--- config.mk ---
export PLATFORM = sky130hd
export DESIGN_NAME = multicycle_controller
export DESIGN_NICKNAME = d
export VERILOG_FILES = /design/src/rtl/multicycle_controller.sv
export SDC_FILE = /design/constraint.sdc
export NUM_CORES = 1
export LEC_CHECK = 0
export CAP_MARGIN = 20
export CORE_AREA = 3 3 94 74
export DETAILED_ROUTE_END_ITERATION = 10
export DIE_AREA = 0 0 97 77
export PLACE_DENSITY = 0.65
export SLEW_MARGIN = 20
export SYNTH_ARGS = -nofsm -noshare
export SYNTH_HDL_FRONTEND = slang
export SYNTH_SLANG_ARGS = --single-unit
--- constraint.sdc ---
create_clock -name Clk -period 1.6 [get_ports Clk]
set_clock_uncertainty 0.05 [all_clocks]
set_input_delay 0.4 -clock Clk [delete_from_list [all_inputs] [get_ports Clk]]
set_output_delay 0.4 -clock Clk [all_outputs]
set_load 0.1 [all_outputs]
--- src/rtl/multicycle_controller.sv ---
// rtl/multicycle_controller.sv - multi-cycle MIPS control FSM with memory-wait timeout and trap
module multicycle_controller #(
    parameter int INSTR_W    = 32,
    parameter int TIMEOUT    = 15,
    parameter int CNT_W      = 16,
    parameter int ENABLE_BNE = 1,
    parameter int ENABLE_IMM = 1
) (
    input  logic               Clk,
    input  logic               Rst_n,
    input  logic [INSTR_W-1:0] Instruction,
    input  logic               Zero,
    input  logic               MemReady,
    output logic               IorD,
    output logic               MemRead,
    output logic               MemWrite,
    output logic               IRWrite,
    output logic               PCWrite,
    output logic               RegDst,
    output logic               MemtoReg,
    output logic               RegWrite,
    output logic               ALUSrcA,
    output logic [1:0]         ALUSrcB,
    output logic [1:0]         ALUOp,
    output logic [1:0]         PCSource,
    output logic [3:0]         State,
    output logic               Debug,
    output logic               Timeout,
    output logic [CNT_W-1:0]   Retired
);

    typedef enum logic [3:0] {
        S_FETCH  = 4'd0,
        S_DECODE = 4'd1,
        S_MEMADR = 4'd2,
        S_MEMRD  = 4'd3,
        S_MEMWB  = 4'd4,
        S_MEMWR  = 4'd5,
        S_EXEC   = 4'd6,
        S_RWB    = 4'd7,
        S_BRANCH = 4'd8,
        S_JUMP   = 4'd9,
        S_IEXEC  = 4'd10,
        S_IWB    = 4'd11,
        S_TRAP   = 4'd12
    } state_t;

    localparam int WCW = $clog2(TIMEOUT + 1);
    localparam logic [5:0] OP_RTYPE = 6'b000000;
    localparam logic [5:0] OP_LW    = 6'b100011;
    localparam logic [5:0] OP_SW    = 6'b101011;
    localparam logic [5:0] OP_BEQ   = 6'b000100;
    localparam logic [5:0] OP_BNE   = 6'b000101;
    localparam logic [5:0] OP_J     = 6'b000010;
    localparam logic [5:0] OP_ADDI  = 6'b001000;

    state_t           state, next_state;
    logic [WCW-1:0]   wait_cnt;
    logic [5:0]       opcode;
    logic             expired;
    logic             set_debug, set_timeout, retire;
    logic             unused_bits;

    logic       c_iord, c_memread, c_memwrite, c_irwrite, c_pcwrite;
    logic       c_regdst, c_memtoreg, c_regwrite, c_alusrca;
    logic [1:0] c_alusrcb, c_aluop, c_pcsource;

    assign opcode      = Instruction[INSTR_W-1 -: 6];
    assign unused_bits = ^Instruction[INSTR_W-7:0];
    assign expired     = (wait_cnt == WCW'(TIMEOUT));

    always_comb begin
        next_state  = state;
        set_debug   = 1'b0;
        set_timeout = 1'b0;
        retire      = 1'b0;
        c_iord      = 1'b0;
        c_memread   = 1'b0;
        c_memwrite  = 1'b0;
        c_irwrite   = 1'b0;
        c_pcwrite   = 1'b0;
        c_regdst    = 1'b0;
        c_memtoreg  = 1'b0;
        c_regwrite  = 1'b0;
        c_alusrca   = 1'b0;
        c_alusrcb   = 2'b00;
        c_aluop     = 2'b00;
        c_pcsource  = 2'b00;
        case (state)
            S_FETCH: begin
                c_memread = 1'b1;
                c_alusrcb = 2'b01;
                c_irwrite = MemReady;
                c_pcwrite = MemReady;
                if (MemReady) begin
                    next_state = S_DECODE;
                end else if (expired) begin
                    next_state  = S_TRAP;
                    set_timeout = 1'b1;
                end
            end
            S_DECODE: begin
                c_alusrcb = 2'b11;
                case (opcode)
                    OP_RTYPE:      next_state = S_EXEC;
                    OP_LW, OP_SW:  next_state = S_MEMADR;
                    OP_BEQ:        next_state = S_BRANCH;
                    OP_BNE:        next_state = (ENABLE_BNE != 0) ? S_BRANCH : S_TRAP;
                    OP_J:          next_state = S_JUMP;
                    OP_ADDI:       next_state = (ENABLE_IMM != 0) ? S_IEXEC : S_TRAP;
                    default:       next_state = S_TRAP;
                endcase
                set_debug = (next_state == S_TRAP);
            end
            S_MEMADR: begin
                c_alusrca  = 1'b1;
                c_alusrcb  = 2'b10;
                next_state = (opcode == OP_LW) ? S_MEMRD : S_MEMWR;
            end
            S_MEMRD: begin
                c_memread = 1'b1;
                c_iord    = 1'b1;
                if (MemReady) begin
                    next_state = S_MEMWB;
                end else if (expired) begin
                    next_state  = S_TRAP;
                    set_timeout = 1'b1;
                end
            end
            S_MEMWB: begin
                c_regwrite = 1'b1;
                c_memtoreg = 1'b1;
                next_state = S_FETCH;
                retire     = 1'b1;
            end
            S_MEMWR: begin
                c_memwrite = 1'b1;
                c_iord     = 1'b1;
                if (MemReady) begin
                    next_state = S_FETCH;
                    retire     = 1'b1;
                end else if (expired) begin
                    next_state  = S_TRAP;
                    set_timeout = 1'b1;
                end
            end
            S_EXEC: begin
                c_alusrca  = 1'b1;
                c_aluop    = 2'b10;
                next_state = S_RWB;
            end
            S_RWB: begin
                c_regwrite = 1'b1;
                c_regdst   = 1'b1;
                next_state = S_FETCH;
                retire     = 1'b1;
            end
            S_BRANCH: begin
                c_alusrca  = 1'b1;
                c_aluop    = 2'b01;
                c_pcsource = 2'b01;
                c_pcwrite  = (opcode == OP_BNE) ? ~Zero : Zero;
                next_state = S_FETCH;
                retire     = 1'b1;
            end
            S_JUMP: begin
                c_pcwrite  = 1'b1;
                c_pcsource = 2'b10;
                next_state = S_FETCH;
                retire     = 1'b1;
            end
            S_IEXEC: begin
                c_alusrca  = 1'b1;
                c_alusrcb  = 2'b10;
                c_aluop    = 2'b11;
                next_state = S_IWB;
            end
            S_IWB: begin
                c_regwrite = 1'b1;
                next_state = S_FETCH;
                retire     = 1'b1;
            end
            default: next_state = S_TRAP;
        endcase
    end

    always_ff @(posedge Clk or negedge Rst_n) begin
        if (!Rst_n) begin
            state    <= S_FETCH;
            wait_cnt <= '0;
            Retired  <= '0;
            Debug    <= 1'b0;
            Timeout  <= 1'b0;
        end else begin
            state <= next_state;
            // Any state change restarts the wait count; only wait states self-loop besides TRAP
            if (next_state != state)
                wait_cnt <= '0;
            else if (state == S_FETCH || state == S_MEMRD || state == S_MEMWR)
                wait_cnt <= wait_cnt + WCW'(1);
            if (retire)
                Retired <= Retired + CNT_W'(1);
            Debug   <= Debug | set_debug;
            Timeout <= Timeout | set_timeout;
        end
    end

    // Controls are squelched during reset even though the reset state is FETCH
    assign {IorD, MemRead, MemWrite, IRWrite, PCWrite, RegDst, MemtoReg, RegWrite,
            ALUSrcA, ALUSrcB, ALUOp, PCSource} = Rst_n ?
           {c_iord, c_memread, c_memwrite, c_irwrite, c_pcwrite, c_regdst, c_memtoreg,
            c_regwrite, c_alusrca, c_alusrcb, c_aluop, c_pcsource} : 15'd0;
    assign State = state;

endmodule

==> results.md, run 1 <==
- Number of diodes: 0
- Clock sinks: 26
- Final period util: 140.6%
- Detail Route Antenna Nets: 0
- Failing checks: negative setup slack
- Worst r2r src: State[2]
- CP delay by family, top: buffers and inverters
- Root Buffer Master: clkbuf_8
- Worst Setup SP: State[2]
- Clock Path Buffers: 2
- Minimum clock period: 2250 ps
- Status: finished with violations
- Routed WL per cell: 16.90 microns
- Worst slew pin tran: 507.7 ps
- DP Wirelength: 4.547 mm
- Gr usage total: 16.20%
- WHS: 257.9 ps
- CTS tree: done
- Max incr delay on CP: 490 ps
- Post-route DRC: 0
- # fillers: 408
- Reg clk slew, reported paths: 90 ps
- Layout cells sized above 1: 67.47%
- Post-Route WL: 6.980 mm
- Core Box Area: 6162 sq um
- Post-Syn Area per Cell: 8.868 sq um
- Largest net degree at the start of global routing: 19
- Worst path arrival time: 1800 ps
- I/O pins: 73
- Number of synthesized flops with an enable pin: 0
- Cell count along the critical path: 8
- Final core occ: 65.85%
- Post-Syn Instances: 205
- Register area share after synthesis: 35.79%
- Overflow after GRT: 0
- Leak: 1.676 nW
- Post-synthesis cell area: 1818 sq um
- Placer congestion estimate: 0.9672
- Area growth, synth to finish: 123.2%
- Netlist cell types: 51
- Port bufs: 46
- Worst VDD drop: 0.9553 mV
- Worst Reg2Reg Path Length in Cells: 8
- Fmax: 0.4444 GHz
- Die height: 77 microns
- Worst EP required: 1150 ps
- Area of the die: 7469 sq um
- Worst-Skew Late Latency: 270 ps
- Setup ws final: -650.0 ps
- Synthesized flop and latch total: 26
- First-pass GRT wire length: 10.05 mm
- Final-report max-slew violation count: 0
- Max-Cap Viols: 0
- Dominant synthesized flop cell: dfrtp_1
- CTS H-Tree Depth: 1
- Vias in the first global route: 2092
- Initial Utilization: 29.50%
- CP Launch Type: register
- Antenna violations before repair: 0
- DRT Pass-1 Iters: 4
- Hold Crit Class: in2async
- Sequential cell area: 676.9 sq um
- R2r endpoint: wait_cnt[1]
- Pwr/cell area: 1809 nW/um^2
- Relative slew slack: 65.93%
- Setup Viol. Count Final: 43
- Fin. Hold Viols: 0
- Starting DRT DRC Count: 170
- Worst-path fanout max: 6
- RSZ-0062 raised after global routing: true
- Final #Nets: 371
- Cells along the critical path: buf_6, clkinvlp_4, nand2_2, nor3_4, o21ai_1, buf_4, nand2b_4, buf_12
- Vias/cell: 5.242
- Crit end category: output port
- Synth Warn #: 0
- Syn_nets: 243
- Horiz. Die Dim: 97 microns
- R2r setup slk: -470 ps
- Area occupied by multi-input gates: 1588 sq um
- Row cnt: 25
- CP bufs+invs: 4
- TNS Setup: -14700 ps
- Critical path's slowest cell: dfrtp_4
- FFs w/ async S/R, synth: 100.0%
- WS Path Type: reg2out
- Setup crit end: PCWrite
- TritonCTS Buffers: 3
- Vias: 2165
==> flip-flops by register name (all words and copies together), names as in the netlist <==
signal	flops
Debug	1
Retired	16
State	4
Timeout	1
wait_cnt	4
==> synthesized netlist by cell type (all sizes together) (2+ instances only) <==
cell type  instances  area, sq um
a21o               2        15.01
a21oi              7        38.79
a22oi              2        15.01
a31oi              4        25.02
and2               2        12.51
and3               3        18.77
and4               3        26.28
buf                5        31.28
clkbuf             5        18.77
dfrtp             26        650.6
ha                 2        25.02
inv                5        18.77
mux2               2        22.52
nand2             17        63.81
nand2b             4        25.02
nand3             14        70.07
nand4              5        31.28
nor2              20        75.07
nor2b              4        25.02
nor3               9        45.04
nor3b              2        15.01
nor4b              8        116.4
o211ai             2        20.02
o21ai              6        30.02
o21bai             2        15.01
o22ai              3        18.77
or2                4        25.03
xnor2             19        166.4
xor2               3        26.28
==> power breakdown <==
part	leakage [nW]	switching [W]	total [W]	internal, W
clock	0.0228	0.000208	0.000387	0.000179
sequential	0.322	0.000205	0.00105	0.000845
combinational	1.33	0.00333	0.00590	0.00257
==> through the flow <==
step	instance area, sq um	total power (W)	std cells	worst slack [ps]
CTS	3731	0.006627	398	-662.9
global route	4058	0.007615	413	-724.5
detailed placement	3450	0.005860	391	-859.0
global placement	3450	0.005785	391	-752.8
floorplan	2106	0.004038	205	-1039
finish	4058	0.007339	413	-650.0
==> logic make-up (layout without fill, tap and decap cells) <==
| logic type | after synthesis | after routing | synth area share [%] |
|---|---|---|---|
| AO/OA/AOI/OAI | 36 | 36 | 13.63 |
| XOR/XNOR | 22 | 22 | 10.60 |
| adder cells (fa/ha/maj) | 2 | 2 | 1.376 |
| buffers and inverters | 16 | 143 | 3.992 |
| flip-flops | 26 | 26 | 35.79 |
| multiplexers | 3 | 3 | 1.789 |
| AND/OR/NAND/NOR | 100 | 100 | 32.83 |
==> metal layers <==
| metal | routed length, microns | up-vias | global-route usage [%] |
|---|---|---|---|
| met5 | 0 | - | 0 |
| met4 | 188 | 0 | 4.769 |
| met3 | 429 | 20 | 3.182 |
| met2 | 3445 | 87 | 26.45 |
| met1 | 2916 | 1059 | 21.77 |
| li1 | - | 999 | - |
==> worst min-delay path, delay by kind of cell <==
kind,cells,cell delay [ps]
buf+inv,3,540
==> worst min path at each step <==
stage,from,endpoint,slack [ps],cells after the start
3_3_place_gp,Retired[4],Retired[4],450,1
6_report,Rst_n,Retired[7],260,3
5_1_grt,Rst_n,Retired[13],280,3
2_1_floorplan,Rst_n,Debug,50,0
4_1_cts,Rst_n,Retired[14],250,3
3_5_place_dp,Retired[4],Retired[4],450,1
==> cells in the final DEF (no fill, tap or decap), drive strengths merged, types with 4 or more instances in the layout <==
cell and instances:
inv 4, xnor2 19, a21oi 7, a31oi 4, or2 4, nor2b 4
buf 124, nor2 20, dlygate4sd2 6, nand2b 4, dfrtp 26, nand3 14
nand4 5, nor3 9, clkbuf 4, nand2 17, nor4b 8, o21ai 6
==> layout make-up <==
class                           instances  share of cell area, %
Tap cell                               81                  2.498
Clock buffer                            4                  1.110
Timing Repair Buffer                  133                  39.75
Sequential cell                        26                  16.68
Multi-Input combinational cell        163                  39.13
Inverter                                6                 0.8326
==> timing repair <==
| action | CTS | global route |
|---|---|---|
| pin swaps | 17 | 28 |
| gates resized for setup | 60 | 48 |
| endpoints found under the setup margin | 44 | 44 |
| hold buffers | 0 | 0 |
| setup buffers | 3 | 16 |
Note: power is estimated with default switching activity, not from simulation.
==> inputs of run 2 (changes only) <==
--- a/config.mk
+++ b/config.mk
@@ -6,10 +6,10 @@
 export NUM_CORES = 1
 export LEC_CHECK = 0
 export CAP_MARGIN = 20
-export CORE_AREA = 3 3 94 74
+export CORE_AREA = 3 3 83 66
 export DETAILED_ROUTE_END_ITERATION = 10
-export DIE_AREA = 0 0 97 77
-export PLACE_DENSITY = 0.65
+export DIE_AREA = 0 0 86 69
+export PLACE_DENSITY = 0.79
 export SLEW_MARGIN = 20
 export SYNTH_ARGS = -nofsm -noshare
 export SYNTH_HDL_FRONTEND = slang
==> run 2 against run 1 <==
Against the previous run:
- the flow still finishes with violations (negative setup slack)
- sequential share of layout area fell by 0.16 points
- hold slack gained 22 ps
- combinational power grew 2%
- die area decreased by 21%
- total power is 1.8% higher
- global-route usage is 9.2 points higher
==> results.md, run 2 (synthesis results as in run 1) <==
- Status: finished with violations
- Failing checks: negative setup slack
- Vias/cell: 6.142
- Flop pwr share: 14.0%
- Post-route DRC: 0
- Worst EP required: 1150 ps
- Largest net degree at the start of global routing: 20
- Reg clk slew, reported paths: 110 ps
- Flip-flop count of the largest register after layout: 16
- I/O pins: 73
- Worst path arrival time: 1790 ps
- Minimum clock period: 2240 ps
- Gr usage total: 25.44%
- Clk pwr share: 5.4%
- First-pass GRT wire length: 12.08 mm
- Post-Route WL: 8.883 mm
- Initial Utilization: 38.18%
- Clock sinks: 26
- Antenna violations before repair: 0
- Starting DRT DRC Count: 299
- Hold-fix buffers, CTS: 0
- Largest Register: Retired
- WS Path Type: reg2out
- Core Box Area: 4762 sq um
- Relative slew slack: 74.83%
- Switching power share of the total: 52.09%
- Worst-path fanout max: 2
- Setup ws final: -640.1 ps
- Max-Cap Viols: 0
- Horiz. Die Dim: 86 microns
- Final core occ: 86.02%
- Row cnt: 22
- Overflow after GRT: 0
- Most common cell after layout, fill and taps aside: buf_4
- Pwr/cell area: 1823 nW/um^2
- Clock Path Buffers: 2
- CTS H-Tree Depth: 1
- Fmax: 0.4464 GHz
- Area of the die: 5934 sq um
- RSZ-0062 raised after global routing: true
- Hold Crit Class: in2async
- CTS tree: done
- Setup Viol. Count Final: 43
- Placer congestion estimate: 0.9181
- Vias in the first global route: 2313
- Die height: 69 microns
- Leak: 1.719 nW
- Area growth, synth to finish: 125.3%
- Detail Route Antenna Nets: 0
- Worst slew pin tran: 376.4 ps
- Fin. Hold Viols: 0
- Internal cell power: 0.003578 W
- DP Wirelength: 4.621 mm
- Final #Nets: 373
- Port bufs: 46
- Root Buffer Master: clkbuf_8
- Final-report max-slew violation count: 0
- DRT Pass-1 Iters: 5
- Worst VDD drop: 1.673 mV
- Crit end category: output port
- Logic pwr share: 80.6%
- TNS Setup: -15320 ps
- Final period util: 140.0%
- Vias: 2420
- # fillers: 180
- TritonCTS Buffers: 3
- Number of diodes: 0
- Routed WL per cell: 22.55 microns
- Psw: 0.003891 W
- Worst-Skew Late Latency: 280 ps
- Commonest cells after routing, fill and taps aside: 64 x buf_4, 41 x buf_12, 17 x buf_6
- Layout cells sized above 1: 69.46%
- CP Launch Type: register
==> run 2: cell types whose count changed in the layout (fill, tap and decap cells not counted), moves of 3 or more <==
cell	before	now
nand2_1	9	6
nor2_2	5	2
xnor2_1	15	12
xnor2_2	4	7
==> run 2: worst paths after layout <==
check / start / end / slack (ps) / cells past startpoint
min reg2reg: Retired[4] / Retired[4] / 480 / 1
min: Rst_n / State[3] / 280 / 2
max in group asynchronous: Rst_n / State[1] / 670 / 3
max: State[3] / PCWrite / -640 / 5
max reg2reg: wait_cnt[0] / wait_cnt[2] / -510 / 6
min in group Clk: Retired[4] / Retired[4] / 480 / 1
==> run 2: metrics by stage <==
| step | total power [W] | hold WS (ps) | setup slack, ps | instances | cell area [sq um] |
|---|---|---|---|---|---|
| after floorplan | 0.004038 | 54.41 | -1039 | 205 | 2106 |
| final | 0.007470 | 280.2 | -640.1 | 394 | 4096 |
| after detailed placement | 0.005833 | 453.9 | -770.6 | 364 | 3391 |
| after global routing | 0.007700 | 259.2 | -680.6 | 394 | 4096 |
| after global placement | 0.005752 | 451.0 | -746.2 | 364 | 3391 |
| after CTS | 0.006683 | 223.7 | -650.2 | 379 | 3752 |
==> run 2: metal layers <==
metal / GRT usage (%) / vias to the layer above / wire, microns
li1: - / 1000 / -
met1: 31.71 / 1172 / 3446
met2: 43.97 / 195 / 4393
met3: 4.659 / 53 / 652
met4: 8.084 / 0 / 390
met5: 0 / - / 0
==> run 2: repair_timing <==
item                                    CTS  global route
buffers inserted                         10            17
pin swaps                                24            28
endpoints found under the setup margin   42            44
gates resized for setup                  56            51
gates cloned                              1             0
==> run 2: cell type report <==
type,count,area (sq um),share of cell area [%]
clock buffer,4,45.04,1.100
sequential,26,676.9,16.52
timing repair buffer,135,1645,40.16
tap,60,75.07,1.833
multi-input combinational,163,1627,39.71
inverter,6,27.53,0.6720
==> run 2: worst max-delay path, stage by stage, from the launching register on <==
cell      delay [ps]
dfrtp_4          490
or2_4            280
nor4b_4          240
and2_4           190
nand2b_4         130
buf_12           170
==> run 2: power by group through the flow <==
stage	Clock (W)	Combinational (W)	Sequential, W
detailed placement	0	0.00478	0.00105
global placement	0	0.00472	0.00104
floorplan	0	0.00212	0.00192
CTS	0.000397	0.00526	0.00102
finish	0.000404	0.00602	0.00105
global route	0.000438	0.00620	0.00106
==> inputs of run 3 (changes only) <==
--- a/config.mk
+++ b/config.mk
@@ -9,6 +9,7 @@
 export CORE_AREA = 3 3 83 66
 export DETAILED_ROUTE_END_ITERATION = 10
 export DIE_AREA = 0 0 86 69
+export GPL_TIMING_DRIVEN = 0
 export PLACE_DENSITY = 0.79
 export SLEW_MARGIN = 20
 export SYNTH_ARGS = -nofsm -noshare
==> run 3 against run 2 <==
Against the previous run:
- the flow still finishes with violations (negative setup slack)
- count of clock-buffer cells in the layout stayed put
- register-to-register slack hardly changed
- die area is the same
- non-clock buffer count shrank 50
- clock power down 2%
- first-iteration DRC count increased by 14%
- critical endpoint unchanged
==> results.md, run 3 (synthesis results as in run 1) <==
- Flip-flop count of the largest register after layout: 16
- Final-report max-slew violation count: 0
- Root Buffer Master: clkbuf_8
- WS Path Type: reg2out
- TNS Setup: -16150 ps
- Status: finished with violations
- Internal cell power: 0.002875 W
- Placer congestion estimate: 0.9455
- Largest net degree at the start of global routing: 21
- Pwr/cell area: 1897 nW/um^2
- Fin. Hold Viols: 0
- Worst-Skew Late Latency: 280 ps
- First-pass GRT wire length: 9.694 mm
- Final period util: 140.4%
- DP Wirelength: 3.852 mm
- DRT Pass-1 Iters: 4
- Cells along the critical path: or2_4, nor4b_4, and2_4, nand2b_4, buf_12
- Relative slew slack: 67.32%
- Worst EP required: 1150 ps
- Hold Crit Class: in2async
- Gr usage total: 20.26%
- Critical path's slowest cell: dfrtp_4
- Flop pwr share: 16.5%
- Area occupied by multi-input gates: 1585 sq um
- Worst-path fanout max: 6
- CP bufs+invs: 1
- Antenna violations before repair: 0
- CTS tree: done
- Setup ws final: -646.6 ps
- TritonCTS Buffers: 3
- Leak: 1.423 nW
- Crit end category: output port
- Minimum clock period: 2247 ps
- Starting DRT DRC Count: 342
- Logic pwr share: 77.3%
- Most common cell after layout, fill and taps aside: buf_4
- Layout cells sized above 1: 61.62%
- Fmax: 0.4451 GHz
- Overflow after GRT: 0
- Detail Route Antenna Nets: 0
- Sequential cell area: 676.9 sq um
- Failing checks: negative setup slack
- Vias in the first global route: 1922
- Number of diodes: 0
- Psw: 0.003490 W
- Reg clk slew, reported paths: 100 ps
- Die height: 69 microns
- Worst VDD drop: 1.362 mV
- Switching power share of the total: 54.83%
- CP Launch Type: register
- I/O pins: 73
- Total Power: 0.006364 W
- Worst slew pin tran: 493.6 ps
- Area growth, synth to finish: 84.51%
- Clock Path Buffers: 2
- Horiz. Die Dim: 86 microns
- Routed WL per cell: 17.86 microns
- Row cnt: 22
- # fillers: 324
- Commonest cells after routing, fill and taps aside: 27 x buf_4, 16 x xnor2_1, 14 x buf_12
- Worst path arrival time: 1800 ps
- Setup Viol. Count Final: 39
- Vias: 1934
- Vias/cell: 5.622
- Clock sinks: 26
- Largest Register: Retired
- Initial Utilization: 38.18%
- Port bufs: 44
- CTS H-Tree Depth: 1
- Max incr delay on CP: 520 ps
- Max-Cap Viols: 0
- Pre-CTS WS: -1725 ps
- CP delay by family, top: simple AND/OR/NAND/NOR gates
- Post-route DRC: 0
- RSZ-0062 raised after global routing: true
- Core Box Area: 4762 sq um
- Clk pwr share: 6.2%
- Area of the die: 5934 sq um
- Post-Route WL: 6.145 mm
- Final #Nets: 323
[run 3: cell count changes in the layout (fill, tap and decap cells not counted), sizes merged]
cell | previous run | this run
dlymetal6s2s | 0 | 2
clkbuf | 4 | 12
dlygate4sd3 | 0 | 1
clkdlybuf4s50 | 1 | 2
dlygate4sd2 | 8 | 2
clkinv | 1 | 0
clkinvlp | 1 | 2
buf | 126 | 70
[run 3: cell type report]
cell class / count / area share [%]
flip-flops and latches: 26 / 20.18
well taps: 60 / 2.238
multi-input cells: 163 / 47.26
clock buffers: 4 / 1.343
inverters: 6 / 0.9698
plain buffers: 8 / 3.506
repair buffers: 77 / 24.51
[run 3: routing by layer]
metal  up-vias  routed length (microns)  GRT usage [%]  share of wire (%)
li1        893                        -              -                  -
met1       947                     2466          26.90                 40
met2        87                     3096          33.19                 50
met3         7                      483          3.704                7.9
met4         0                       98          6.327                1.6
met5         -                        0              0                  0
[run 3: path summary, 6_finish.rpt]
kind,depth (start not counted),to,slack (ps),start
max,5,PCWrite,-650,State[3]
min,2,Retired[13],140,Rst_n
max reg2reg,9,wait_cnt[1],-500,State[0]
min reg2reg,1,Retired[15],430,Retired[15]
max in group asynchronous,2,State[3],440,Rst_n
min in group Clk,1,Retired[15],430,Retired[15]
[run 3: through the flow]
stage          hold WS (ps)  area, sq um  util, %  cells
3_3_place_gp          412.8         2621    55.04    309
6_report              142.6         3354    70.44    344
2_1_floorplan         54.41         2106        -    205
4_1_cts               156.0         3105    65.21    337
5_1_grt               158.7         3354    70.44    344
3_5_place_dp          288.5         2644    55.52    310
[run 3: what timing repair did]
item                       in CTS  in global routing
hold buffers                    1                  0
hold endpoints to repair        9                  0
pin swaps                      21                 19
gates resized for setup       298                 50
setup endpoints to repair      61                 49
setup buffers                  24                 10
[run 3: power groups by stage]
stage	registers (W)	logic [W]	clock network [W]
floorplan	0.00192	0.00212	0
global placement	0.00106	0.00371	0
detailed placement	0.00107	0.00374	0
CTS	0.00104	0.00452	0.000401
global route	0.00109	0.00512	0.000426
finish	0.00105	0.00492	0.000397
